## src/rtl/instr_fetch_pkg.sv

```systemverilog
// Shared fetch definitions: FSM state encoding, instruction field ranges, default reset PC
// and opcode constants that the decoder also uses.
package instr_fetch_pkg;

  typedef enum logic [1:0] {
    IF_REQ   = 2'd0,
    IF_HOLD  = 2'd1,
    IF_FLUSH = 2'd2
  } if_state_e;

  localparam logic [31:0] DEFAULT_RESET_PC = 32'h0000_0000;

  localparam int OP_HI = 31;
  localparam int OP_LO = 26;
  localparam int RS_HI = 25;
  localparam int RS_LO = 21;
  localparam int RT_HI = 20;
  localparam int RT_LO = 16;
  localparam int RD_HI = 15;
  localparam int RD_LO = 11;
  localparam int SH_HI = 10;
  localparam int SH_LO = 6;
  localparam int FN_HI = 5;
  localparam int FN_LO = 0;

  localparam logic [5:0] R_FORMAT = 6'h00;

endpackage

```

## src/rtl/instr_fetch_if.sv

```systemverilog
// Fetch-stage bus: instruction memory req/ack port plus the decoded-instruction
// valid/ready port towards decode. The master side is the fetch unit.
interface instr_fetch_if #(
  parameter int PC_W = 32
);
  logic            imem_req;
  logic [PC_W-1:0] imem_addr;
  logic            imem_ack;
  logic [31:0]     imem_rdata;

  logic            ir_valid;
  logic            ir_ready;
  logic [31:0]     instr;
  logic [5:0]      opcode;
  logic [4:0]      rs;
  logic [4:0]      rt;
  logic [4:0]      rd;
  logic [4:0]      shamt;
  logic [5:0]      func;
  logic [PC_W-1:0] ir_pc;

  modport master (
    output imem_req, imem_addr, ir_valid, instr, opcode, rs, rt, rd, shamt, func, ir_pc,
    input  imem_ack, imem_rdata, ir_ready
  );

  modport slave (
    input  imem_req, imem_addr, ir_valid, instr, opcode, rs, rt, rd, shamt, func, ir_pc,
    output imem_ack, imem_rdata, ir_ready
  );
endinterface

```

## src/rtl/instr_fetch_pc_unit.sv

```systemverilog
// Program counter: holds the fetch PC, advances by 4 (wrapping) or loads a
// word-aligned redirect target. pc_next exposes the value the register will take.
module instr_fetch_pc_unit #(
  parameter int              PC_W     = 32,
  parameter logic [PC_W-1:0] RESET_PC = '0
) (
  input  logic            clock,
  input  logic            reset,
  input  logic            inc,
  input  logic            redirect,
  input  logic [PC_W-1:0] redirect_pc,
  output logic [PC_W-1:0] pc,
  output logic [PC_W-1:0] pc_next
);

  localparam logic [PC_W-1:0] ALIGN_MASK = ~(PC_W'(3));

  logic [PC_W-1:0] pc_q;

  // A redirect always wins over the sequential increment.
  always_comb begin
    pc_next = pc_q;
    if (redirect) begin
      pc_next = redirect_pc & ALIGN_MASK;
    end else if (inc) begin
      pc_next = pc_q + PC_W'(4);
    end
  end

  always_ff @(posedge clock or negedge reset) begin
    if (!reset) begin
      pc_q <= RESET_PC;
    end else begin
      pc_q <= pc_next;
    end
  end

  assign pc = pc_q;

endmodule

```

## src/rtl/instr_fetch.sv

```systemverilog
// Instruction fetch stage: req/ack instruction-memory reads, instruction register and
// field slicing towards decode. Optional IFETCH_PERF_EN adds fetch/stall counters.
module instr_fetch
  import instr_fetch_pkg::*;
#(
  parameter int              PC_W     = 32,
  parameter logic [PC_W-1:0] RESET_PC = PC_W'(DEFAULT_RESET_PC)
) (
  input  logic            clock,
  input  logic            reset,
  instr_fetch_if.master   bus,
  input  logic            redirect,
  input  logic [PC_W-1:0] redirect_pc
`ifdef IFETCH_PERF_EN
  ,
  output logic [31:0]     fetch_cnt,
  output logic [31:0]     stall_cnt
`endif
);

  if_state_e       state, state_n;
  logic            req_q, req_n;
  logic [PC_W-1:0] addr_q, addr_n;
  logic            valid_q, valid_n;
  logic            load_ir;
  logic            inc;
  logic [31:0]     instr_q;
  logic [PC_W-1:0] ir_pc_q;
  logic [PC_W-1:0] pc;
  logic [PC_W-1:0] pc_next;

  instr_fetch_pc_unit #(
    .PC_W     (PC_W),
    .RESET_PC (RESET_PC)
  ) u_pc (
    .clock       (clock),
    .reset       (reset),
    .inc         (inc),
    .redirect    (redirect),
    .redirect_pc (redirect_pc),
    .pc          (pc),
    .pc_next     (pc_next)
  );

  // REQ with req_q low is the one-cycle gap after reset or after a discarded ack;
  // the request is raised there using pc_next so a same-cycle redirect is honoured.
  always_comb begin
    state_n = state;
    req_n   = req_q;
    addr_n  = addr_q;
    valid_n = valid_q;
    load_ir = 1'b0;
    inc     = 1'b0;
    unique case (state)
      IF_REQ: begin
        if (!req_q) begin
          req_n  = 1'b1;
          addr_n = pc_next;
        end else if (bus.imem_ack) begin
          req_n = 1'b0;
          if (!redirect) begin
            inc     = 1'b1;
            load_ir = 1'b1;
            valid_n = 1'b1;
            state_n = IF_HOLD;
          end
        end else if (redirect) begin
          state_n = IF_FLUSH;
        end
      end
      IF_FLUSH: begin
        if (bus.imem_ack) begin
          req_n   = 1'b0;
          state_n = IF_REQ;
        end
      end
      IF_HOLD: begin
        if (redirect || bus.ir_ready) begin
          valid_n = 1'b0;
          req_n   = 1'b1;
          addr_n  = pc_next;
          state_n = IF_REQ;
        end
      end
      default: begin
        req_n   = 1'b0;
        valid_n = 1'b0;
        state_n = IF_REQ;
      end
    endcase
  end

  always_ff @(posedge clock or negedge reset) begin
    if (!reset) begin
      state   <= IF_REQ;
      req_q   <= 1'b0;
      addr_q  <= RESET_PC;
      valid_q <= 1'b0;
    end else begin
      state   <= state_n;
      req_q   <= req_n;
      addr_q  <= addr_n;
      valid_q <= valid_n;
    end
  end

  always_ff @(posedge clock or negedge reset) begin
    if (!reset) begin
      instr_q <= '0;
      ir_pc_q <= '0;
    end else if (load_ir) begin
      instr_q <= bus.imem_rdata;
      ir_pc_q <= pc;
    end
  end

  assign bus.imem_req  = req_q;
  assign bus.imem_addr = addr_q;
  assign bus.ir_valid  = valid_q;
  assign bus.instr     = instr_q;
  assign bus.ir_pc     = ir_pc_q;
  assign bus.opcode    = instr_q[OP_HI:OP_LO];
  assign bus.rs        = instr_q[RS_HI:RS_LO];
  assign bus.rt        = instr_q[RT_HI:RT_LO];
  assign bus.rd        = instr_q[RD_HI:RD_LO];
  assign bus.shamt     = instr_q[SH_HI:SH_LO];
  assign bus.func      = instr_q[FN_HI:FN_LO];

`ifdef IFETCH_PERF_EN
  logic [31:0] fetch_q;
  logic [31:0] stall_q;

  always_ff @(posedge clock or negedge reset) begin
    if (!reset) begin
      fetch_q <= '0;
      stall_q <= '0;
    end else begin
      if (valid_q && bus.ir_ready) begin
        fetch_q <= fetch_q + 32'd1;
      end
      if (req_q && !bus.imem_ack) begin
        stall_q <= stall_q + 32'd1;
      end
    end
  end

  assign fetch_cnt = fetch_q;
  assign stall_cnt = stall_q;
`endif

endmodule
```

## src/flat_wrapper.sv

```systemverilog
// flat-port wrapper written by rule: the top's interface ports become plain ports
module instr_fetch_flat import instr_fetch_pkg::*;
#(
  parameter int              PC_W     = 32,
  parameter logic [PC_W-1:0] RESET_PC = PC_W'(DEFAULT_RESET_PC)
)
  (clock, reset, redirect, redirect_pc, bus_imem_req, bus_imem_addr, bus_ir_valid, bus_instr, bus_opcode, bus_rs, bus_rt, bus_rd, bus_shamt, bus_func, bus_ir_pc, bus_imem_ack, bus_imem_rdata, bus_ir_ready);
  instr_fetch_if #(.PC_W(PC_W)) bus_i ();
  input  logic clock;
  input  logic reset;
  input  logic redirect;
  input  logic [PC_W-1:0] redirect_pc;
  output wire logic [$bits(bus_i.imem_req)-1:0] bus_imem_req;
  output wire logic [$bits(bus_i.imem_addr)-1:0] bus_imem_addr;
  output wire logic [$bits(bus_i.ir_valid)-1:0] bus_ir_valid;
  output wire logic [$bits(bus_i.instr)-1:0] bus_instr;
  output wire logic [$bits(bus_i.opcode)-1:0] bus_opcode;
  output wire logic [$bits(bus_i.rs)-1:0] bus_rs;
  output wire logic [$bits(bus_i.rt)-1:0] bus_rt;
  output wire logic [$bits(bus_i.rd)-1:0] bus_rd;
  output wire logic [$bits(bus_i.shamt)-1:0] bus_shamt;
  output wire logic [$bits(bus_i.func)-1:0] bus_func;
  output wire logic [$bits(bus_i.ir_pc)-1:0] bus_ir_pc;
  input wire logic [$bits(bus_i.imem_ack)-1:0] bus_imem_ack;
  input wire logic [$bits(bus_i.imem_rdata)-1:0] bus_imem_rdata;
  input wire logic [$bits(bus_i.ir_ready)-1:0] bus_ir_ready;
  assign bus_imem_req = bus_i.imem_req;
  assign bus_imem_addr = bus_i.imem_addr;
  assign bus_ir_valid = bus_i.ir_valid;
  assign bus_instr = bus_i.instr;
  assign bus_opcode = bus_i.opcode;
  assign bus_rs = bus_i.rs;
  assign bus_rt = bus_i.rt;
  assign bus_rd = bus_i.rd;
  assign bus_shamt = bus_i.shamt;
  assign bus_func = bus_i.func;
  assign bus_ir_pc = bus_i.ir_pc;
  assign bus_i.imem_ack = bus_imem_ack;
  assign bus_i.imem_rdata = bus_imem_rdata;
  assign bus_i.ir_ready = bus_ir_ready;
  instr_fetch #(.PC_W(PC_W), .RESET_PC(RESET_PC)) u_core (.clock(clock), .reset(reset), .bus(bus_i), .redirect(redirect), .redirect_pc(redirect_pc));
endmodule
```

## config.mk

```make
export PLATFORM = sky130hd
export DESIGN_NAME = instr_fetch_flat
export DESIGN_NICKNAME = d
export VERILOG_FILES = /design/src/rtl/instr_fetch_pkg.sv /design/src/rtl/instr_fetch_if.sv /design/src/rtl/instr_fetch_pc_unit.sv /design/src/rtl/instr_fetch.sv /design/src/flat_wrapper.sv
export SDC_FILE = /design/constraint.sdc
export NUM_CORES = 1
export LEC_CHECK = 0
export BUFFER_PORTS_ARGS = -buffer_cell sky130_fd_sc_hd__buf_2
export CAP_MARGIN = 40
export CELL_PAD_IN_SITES_DETAIL_PLACEMENT = 0
export CELL_PAD_IN_SITES_GLOBAL_PLACEMENT = 1
export CORE_AREA = 2 2 127 129
export CTS_BUF_LIST = sky130_fd_sc_hd__clkbuf_4
export CTS_CLUSTER_DIAMETER = 40
export DETAILED_ROUTE_END_ITERATION = 8
export DIE_AREA = 0 0 129 131
export PLACE_DENSITY = 0.76
export SLEW_MARGIN = 20
export SYNTH_ARGS = -nofsm -noshare
export SYNTH_HDL_FRONTEND = slang
export SYNTH_SLANG_ARGS = --single-unit
```

## constraint.sdc

```tcl
create_clock -name clock -period 2.3 [get_ports clock]
set_clock_uncertainty 0.15 [all_clocks]
set_input_delay 0.115 -clock clock [delete_from_list [all_inputs] [get_ports clock]]
set_output_delay 0.115 -clock clock [all_outputs]
set_load 0.1 [all_outputs]
```

==> impl_metrics.ini, run 1 <==
[status]
status = finished clean

[layout]
fin_area_sq_um = 8190
antennaDiodeCount = 0
utilization_pct = 52.5
final_net_count = 793
final_cell_mix = 195 x buf_2, 131 x dfrtp_1, 84 x mux2_2
layout_commonest_cell = buf_2
fill_cells = 1374
drive_gt1_share_pct = 47.7
area_growth_pct = 34.5

[floorplan]
io_pins = 199
die_y_um = 131
coreArea_sq_um = 15600
dieArea_sq_um = 16900
start_util_pct = 39.0
row_count = 46
die_w_um = 129

[critical_path]
cp_cell_sequence = nand4bb_4, buf_4, nor4_2, xor2_1, mux2_2, mux2_2
cp.arrival_ns = 2.43
r2r_setup_slack_ns = 0.15
max_stage_delay_ns = 0.40
worstSetupStartpointType = register
r2r-end = u_core.bus.imem_addr[9]$_DFFE_PN0P_
path_max_fanout = 8
r2r_start = u_core.state[1]$_DFFE_PN0P_
cp_slowest_cell = dfrtp_1
worst_ep_required_time_ns = 2.58
critical_path_class = reg2reg
r2r_cells = 6
path_common_cell = mux2_2
worstSetupEndpointType = register

[synth]
ys_seq_area_share_pct = 54.3
synth_nets = 547
postSynthAreaPerCell_sq_um = 12.8
synth_cells = 477
yosys-top-cells-area = dfrtp_1 54%, mux2_2 16%, buf_4 4.1%, xnor2_1 3.3%, a221o_1 2.5%
synth_top_area_share_pct = 54.3
synth.distinct_cells = 44
ys_warn_count = 0
ys_async_sr_fraction_pct = 100
syn_area_sq_um = 6090
yosys.area.top_type = dfrtp_1
synth-edff-count = 0
synth_seq_cells = 132
synth_flop_cell = dfrtp_1

[clock_network]
clk_pin_slew_ns = 0.11
cts_resized = 0
clock_path_buffers = 2
clkLatencyLatePin_ns = 0.54
cts.root.buffer_cell = clkbuf_4
clock-sinks = 132
cts_max_level = 4
cts_made_buffers = 17
cts_tree = done

[global_routing]
grt_pass1_wl_mm = 25.0
grt_overflow = 0
grt_use_total_pct = 19.5
grt_max_degree = 67
grt_pass1_vias = 4814
antenna_found_initial = 0

[min_path]
hold-path-endpoint = u_core.bus.instr[8]$_DFFE_PN0P_
whs_path_depth = 3
min-delay-path-class = in2reg
min_from = bus_imem_rdata[8]

[route]
via_per_inst = 4.96
dr.pass1.iters = 5
drc = 0
drt-total-wl_mm = 16.1
via_count = 4725
drtAntennaViolNets = 0
drt_iter0_drc = 260
wl_per_cell_um = 16.9

[sta]
hold_viol_final = 0
holdWs_ns = 0.188
clock.fmax_mhz = 464
report.final.slew_viol_count = 0
worst_pin_slew_ns = 0.531
slew_headroom_pct = 64.8
setup_viol = 0
grt_setup_unrepaired = no
setup-tns-final_ns = 0
finalCritPeriodShare_pct = 93.6
period_minus_slack_ns = 2.15

[placement]
placed_cell_area_sq_um = 7180
gp_congestion = 0.819
place_hpwl_mm = 10.8
io_buffer_count = 196

[run]
cap_violations = 0
## layout make-up
| cell class | count | area (sq um) | share of cell area [%] |
|---|---|---|---|
| sequential | 132 | 3300 | 40.4 |
| multi-input combinational | 281 | 2390 | 29.2 |
| timing repair buffer | 287 | 1910 | 23.3 |
| tap | 216 | 270 | 3.30 |
| clock inverter | 14 | 163 | 1.99 |
| clock buffer | 18 | 135 | 1.65 |
| inverter | 4 | 15.0 | 0.183 |
## layer usage
layer / GRT usage (%) / part of all wire (%)
met5: 0 / 0
met4: 7.67 / 1.8
met3: 4.85 / 6.4
met2: 34.4 / 49
met1: 22.9 / 42
## how the worst max path moves through the flow
stage / from / end / slack (ns) / cells past startpoint
after detailed placement: u_core.state[1]$_DFFE_PN0P_ / u_core.bus.imem_addr[17]$_DFFE_PN0P_ / 0.14 / 5
after floorplan: u_core.bus.imem_req$_DFFE_PN0P_ / u_core.bus.imem_addr[11]$_DFFE_PN0P_ / 0.04 / 6
after global placement: u_core.bus.imem_req$_DFFE_PN0P_ / u_core.bus.imem_addr[25]$_DFFE_PN0P_ / 0.03 / 4
after CTS: u_core.state[1]$_DFFE_PN0P_ / u_core.bus.imem_addr[9]$_DFFE_PN0P_ / 0.14 / 6
after global routing: u_core.u_pc.pc[2]$_DFF_PN0_ / u_core.bus.imem_addr[21]$_DFFE_PN0P_ / 0.02 / 5
final: u_core.state[1]$_DFFE_PN0P_ / u_core.bus.imem_addr[9]$_DFFE_PN0P_ / 0.15 / 6
## worst max-delay path, delay by kind of cell (launching register included)
kind                      cells  cell delay (ns)
xor gates and xnor gates      1             0.10
muxes                         2             0.54
buffers and inverters         1             0.24
DFF                           1             0.40
and+or+nand+nor               2             0.62
## through the flow
stage	instances	setup WS (ns)
2_1_floorplan	477	0.0363
3_3_place_gp	850	0.0344
3_5_place_dp	851	0.144
4_1_cts	952	0.139
5_1_grt	952	0.0244
6_report	952	0.147
## cell usage after synthesis, types with 5 or more instances
| cell | instances |
|---|---|
| mux2_1 | 10 |
| dfrtp_1 | 132 |
| o21ai_0 | 6 |
| and3_1 | 21 |
| nand3_1 | 22 |
| mux2_2 | 84 |
| buf_4 | 33 |
| nand2_1 | 27 |
| clkbuf_1 | 6 |
| a221o_1 | 15 |
| nor2_1 | 8 |
| xnor2_1 | 23 |
| nor4_2 | 5 |
| xor2_1 | 5 |
| nand4_1 | 10 |
| buf_2 | 16 |
| a21oi_1 | 10 |
## state kept, by name (all words and copies together), names as in the netlist
register and flops:
u_core.u_pc.pc 32, u_core.state 2, u_core.bus.imem_req 1, u_core.bus.ir_valid 1, u_core.bus.ir_pc 32, u_core.bus.instr 32
u_core.bus.imem_addr 32
## logic make-up after synthesis
| kind of cell | share of synthesized area, % |
|---|---|
| flip-flops | 54.3 |
| buffers and inverters | 6.58 |
| AND/OR/NAND/NOR | 11.9 |
| XOR/XNOR | 4.03 |
| AO/OA/AOI/OAI | 5.00 |
| adder cells (fa/ha/maj) | 0.206 |
| multiplexers | 18.1 |
## repair_timing
item | CTS | global route
hold buffers | 69 | 0
endpoints found under the hold margin | 231 | 0
setup buffers | 0 | 0
Power of run 1 is left out: the tool's default activity adds up to more than one toggle a clock period on the data nets, which glitch-free logic cannot reach.
==> run 2: changes to the inputs <==
--- a/config.mk
+++ b/config.mk
@@ -7,7 +7,7 @@
 export LEC_CHECK = 0
 export BUFFER_PORTS_ARGS = -buffer_cell sky130_fd_sc_hd__buf_2
 export CAP_MARGIN = 40
-export CELL_PAD_IN_SITES_DETAIL_PLACEMENT = 0
+export CELL_PAD_IN_SITES_DETAIL_PLACEMENT = 1
 export CELL_PAD_IN_SITES_GLOBAL_PLACEMENT = 1
 export CORE_AREA = 2 2 127 129
 export CTS_BUF_LIST = sky130_fd_sc_hd__clkbuf_4
==> impl_metrics.ini, run 2 (same netlist as run 1, synthesis figures left out) <==
[clock_network]
clock_path_buffers = 2
cts_max_level = 4
clkLatencyLatePin_ns = 0.53
cts_resized = 0
cts.root.buffer_cell = clkbuf_4
cts_tree = done
cts_made_buffers = 17
clock-sinks = 132
clk_pin_slew_ns = 0.13

[route]
drt_iter0_drc = 237
dr.pass1.iters = 4
wl_per_cell_um = 19.0
drt-total-wl_mm = 18.1
drc = 0
via_per_inst = 5.06
drtAntennaViolNets = 0
via_count = 4843

[floorplan]
die_w_um = 129
row_count = 46
die_y_um = 131
coreArea_sq_um = 15600
io_pins = 199
dieArea_sq_um = 16900
start_util_pct = 39.0

[layout]
layout_commonest_cell = buf_2
final_cell_mix = 195 x buf_2, 131 x dfrtp_1, 84 x mux2_2
utilization_pct = 52.8
final_net_count = 798
fin_area_sq_um = 8230
multi_input_area_sq_um = 2390
area_growth_pct = 35.3
seqCellArea_sq_um = 3300
antennaDiodeCount = 0
drive_gt1_share_pct = 47.9
fill_cells = 1685

[critical_path]
cp_slowest_cell = dlygate4sd3_1
path_buf_inv = 2
cp.arrival_ns = 2.48
path_max_fanout = 6
crit_family = buffers and inverters
crit_path_start = u_core.state[0]$_DFFE_PN0P_
max_stage_delay_ns = 0.56
cp_cell_sequence = nand4bb_4, buf_4, nor3_1, xnor2_1, o21ai_1, dlygate4sd3_1
r2r_start = u_core.state[0]$_DFFE_PN0P_
worst_ep_required_time_ns = 2.58
worstSetupStartpointType = register
critical_path_class = reg2reg
worstSetupEndpointType = register

[global_routing]
antenna_found_initial = 0
grt_use_total_pct = 21.9
grt_overflow = 0
grt_pass1_vias = 5279
grt_pass1_wl_mm = 28.2
grt_max_degree = 67

[sta]
hold_viol_final = 0
report.final.slew_viol_count = 0
setup_viol = 0
worst_pin_slew_ns = 0.543
finalCritPeriodShare_pct = 95.7
slew_headroom_pct = 64.0
clock.fmax_mhz = 454
setup-tns-final_ns = 0
period_minus_slack_ns = 2.20
grt_setup_unrepaired = no

[placement]
gp_congestion = 0.819
io_buffer_count = 196
placed_cell_area_sq_um = 7180
place_hpwl_mm = 11.9

[min_path]
min_from = bus_imem_rdata[9]
min-delay-path-class = in2reg

[run]
cap_violations = 0

[status]
status = finished clean
## run 2: changes by cell type in the layout (fill, tap and decap cells not counted)
cell           delta
buf_4             +3
dlygate4sd3_1     +2
clkbuf_4          +1
clkinv_1          -1
inv_6             +1
clkinv_4          -1
## run 2: cell type report
| cell class | count | share of cell area, % |
|---|---|---|
| inverters | 4 | 0.182 |
| flip-flops and latches | 132 | 40.1 |
| clock inverters | 13 | 1.93 |
| well taps | 216 | 3.28 |
| clock buffers | 19 | 1.73 |
| repair buffers | 292 | 23.7 |
| multi-input cells | 281 | 29.1 |
## run 2: path summary, 6_finish.rpt
check,to,slack [ns],cells past startpoint
worst max-delay path,u_core.u_pc.pc[6]$_DFF_PN0_,0.1,6
worst min-delay path,u_core.bus.instr[9]$_DFFE_PN0P_,0.19,3
worst max register to register,u_core.u_pc.pc[6]$_DFF_PN0_,0.1,6
worst min register to register,u_core.bus.ir_pc[8]$_DFFE_PN0P_,0.35,1
max in group asynchronous,u_core.bus.instr[20]$_DFFE_PN0P_,1.12,4
min in group asynchronous,u_core.bus.instr[8]$_DFFE_PN0P_,0.51,4
## run 2: repair_timing
action	in CTS	in global routing
hold buffers	71	0
endpoints found under the hold margin	231	0
buffers inserted	0	3
endpoints found under the setup margin	0	4
## run 2: routing by layer
layer	track usage [%]	wire length, um	part of all wire, %	vias up
met2	38.6	9160	51	174
met3	5.42	974	5.4	32
met1	25.5	7560	42	2448
met5	0	0	0	-
met4	9.46	440	2.4	0
li1	-	-	-	2189
## run 2: worst register-to-register path: cells and delay by family, from the launching register on
| family | cells | cell delay, ns |
|---|---|---|
| flip-flops | 1 | 0.40 |
| buffers and inverters | 2 | 0.78 |
| AND/OR/NAND/NOR | 2 | 0.54 |
| AO/OA/AOI/OAI | 1 | 0.09 |
| XOR/XNOR | 1 | 0.16 |
## run 2: per-stage QoR
| step | hold slack (ns) | instances | setup WS, ns |
|---|---|---|---|
| 2_1_floorplan | -0.331 | 477 | 0.0363 |
| 3_3_place_gp | -0.0928 | 850 | 0.0344 |
| 3_5_place_dp | -0.0782 | 851 | 0.135 |
| 4_1_cts | 0.109 | 954 | 0.101 |
| 5_1_grt | 0.142 | 957 | 0.0129 |
| 6_report | 0.190 | 957 | 0.0984 |
Power of run 2 is left out for the same reason.
==> run 3: changes to the inputs <==
--- a/config.mk
+++ b/config.mk
@@ -9,12 +9,12 @@
 export CAP_MARGIN = 40
 export CELL_PAD_IN_SITES_DETAIL_PLACEMENT = 1
 export CELL_PAD_IN_SITES_GLOBAL_PLACEMENT = 1
-export CORE_AREA = 2 2 127 129
+export CORE_AREA = 2 2 160 162
 export CTS_BUF_LIST = sky130_fd_sc_hd__clkbuf_4
 export CTS_CLUSTER_DIAMETER = 40
 export DETAILED_ROUTE_END_ITERATION = 8
-export DIE_AREA = 0 0 129 131
-export PLACE_DENSITY = 0.76
+export DIE_AREA = 0 0 162 164
+export PLACE_DENSITY = 0.51
 export SLEW_MARGIN = 20
 export SYNTH_ARGS = -nofsm -noshare
 export SYNTH_HDL_FRONTEND = slang
==> impl_metrics.ini, run 3 (same netlist as run 1, synthesis figures left out) <==
[status]
status = finished clean

[floorplan]
start_util_pct = 24.5
row_count = 58
dieArea_sq_um = 26600
coreArea_sq_um = 24800
die_y_um = 164
io_pins = 199
die_w_um = 162

[sta]
setup_viol = 0
worst_pin_slew_ns = 0.676
period_minus_slack_ns = 2.21
clock.fmax_mhz = 452
holdWs_ns = 0.194
report.final.slew_viol_count = 0
hold_viol_final = 0
slew_headroom_pct = 54.8
finalCritPeriodShare_pct = 96.2

[global_routing]
met2_usage_pct = 24.5
grt_pass1_vias = 5129
grt.met1_usage_pct = 17.7
grt_util_met3_pct = 3.43
grt-busiest-layer = met2
grt_overflow = 0
grt_pass1_wl_mm = 28.8
grt_max_degree = 52
antenna_found_initial = 1
grt_use_total_pct = 14.2

[min_path]
min-delay-path-class = in2reg
whs_path_depth = 3

[critical_path]
path_max_fanout = 7
worstSetupEndpointType = register
critical_path_class = reg2reg
r2r_cells = 7
worst_ep_required_time_ns = 2.56
worstSetupStartpointType = register
cp.arrival_ns = 2.47

[clock_network]
clock-sinks = 132
clkLatencyLatePin_ns = 0.53
cts.root.buffer_cell = clkbuf_4
cts_tree = done
clk_pin_slew_ns = 0.13
clock_path_buffers = 2
cts_max_level = 4
cts_made_buffers = 17

[run]
cap_violations = 0

[placement]
io_buffer_count = 196
place_hpwl_mm = 12.6
gp_congestion = 0.788

[route]
drc = 0
drt-total-wl_mm = 18.7
drt_iter0_drc = 131
dr.pass1.iters = 4
via_count = 4804
wl_per_cell_um = 17.3
via_per_inst = 4.45
drtAntennaViolNets = 0

[layout]
final_cell_mix = 196 x buf_2, 130 x dfrtp_1, 84 x mux2_2
drive_gt1_share_pct = 49.1
final_net_count = 806
fill_cells = 2806
layout_commonest_cell = buf_2
area_growth_pct = 38.9
==> run 3: worst paths after layout <==
check | startpoint | endpoint | slack [ns]
worst max-delay path | u_core.state[0]$_DFFE_PN0P_ | u_core.bus.imem_addr[15]$_DFFE_PN0P_ | 0.09
worst min-delay path | bus_imem_rdata[4] | u_core.bus.instr[4]$_DFFE_PN0P_ | 0.19
worst max register to register | u_core.state[0]$_DFFE_PN0P_ | u_core.bus.imem_addr[15]$_DFFE_PN0P_ | 0.09
worst min register to register | u_core.bus.ir_pc[8]$_DFFE_PN0P_ | u_core.bus.ir_pc[8]$_DFFE_PN0P_ | 0.34
max in group asynchronous | reset | u_core.bus.instr[5]$_DFFE_PN0P_ | 1.01
min in group asynchronous | reset | u_core.bus.ir_pc[19]$_DFFE_PN0P_ | 0.55
==> run 3: critical path, cell delays in order, from the launching register on <==
cell and delay, ns:
dfrtp_2 0.45, nand4bb_4 0.28, buf_4 0.21, nor4_4 0.24, buf_4 0.19, nand3_1 0.09
xnor2_1 0.16, a221o_1 0.33
==> run 3: layout make-up <==
class / count / area [sq um] / share of cell area [%]
timing repair buffer: 300 / 2000 / 23.6
antenna: 1 / 2.50 / 0.0296
clock inverter: 14 / 175 / 2.07
sequential: 132 / 3310 / 39.1
multi-input combinational: 281 / 2410 / 28.5
inverter: 4 / 15.0 / 0.178
clock buffer: 18 / 135 / 1.60
tap: 330 / 413 / 4.89
==> run 3: timing repair <==
item,4_1_cts,5_1_grt
endpoints found under the setup margin,1,17
cloned,0,1
pin swaps,1,2
hold buffers,68,0
hold endpoints to repair,229,0
setup buffers,2,7
resized for setup,0,4
==> run 3: stage by stage <==
| stage | utilization (%) | instance area (sq um) | instances | setup TNS, ns | setup slack (ns) |
|---|---|---|---|---|---|
| finish | 34.0 | 8450 | 1080 | 0 | 0.0873 |
| global route | 34.0 | 8450 | 1080 | -0.00216 | -0.00216 |
| CTS | 33.8 | 8380 | 1071 | 0 | 0.0435 |
| detailed placement | 29.7 | 7360 | 969 | 0 | 0.0287 |
| global placement | 29.6 | 7360 | 969 | 0 | 0.0242 |
| floorplan | - | 6090 | 477 | 0 | 0.0363 |
==> run 3: metal layers <==
layer  vias up  part of all wire (%)
met2       144                    49
met5         -                     0
li1       2192                     -
met4         0                   1.2
met1      2454                    45
met3        14                   4.8
Power of run 3 is left out for the same reason.
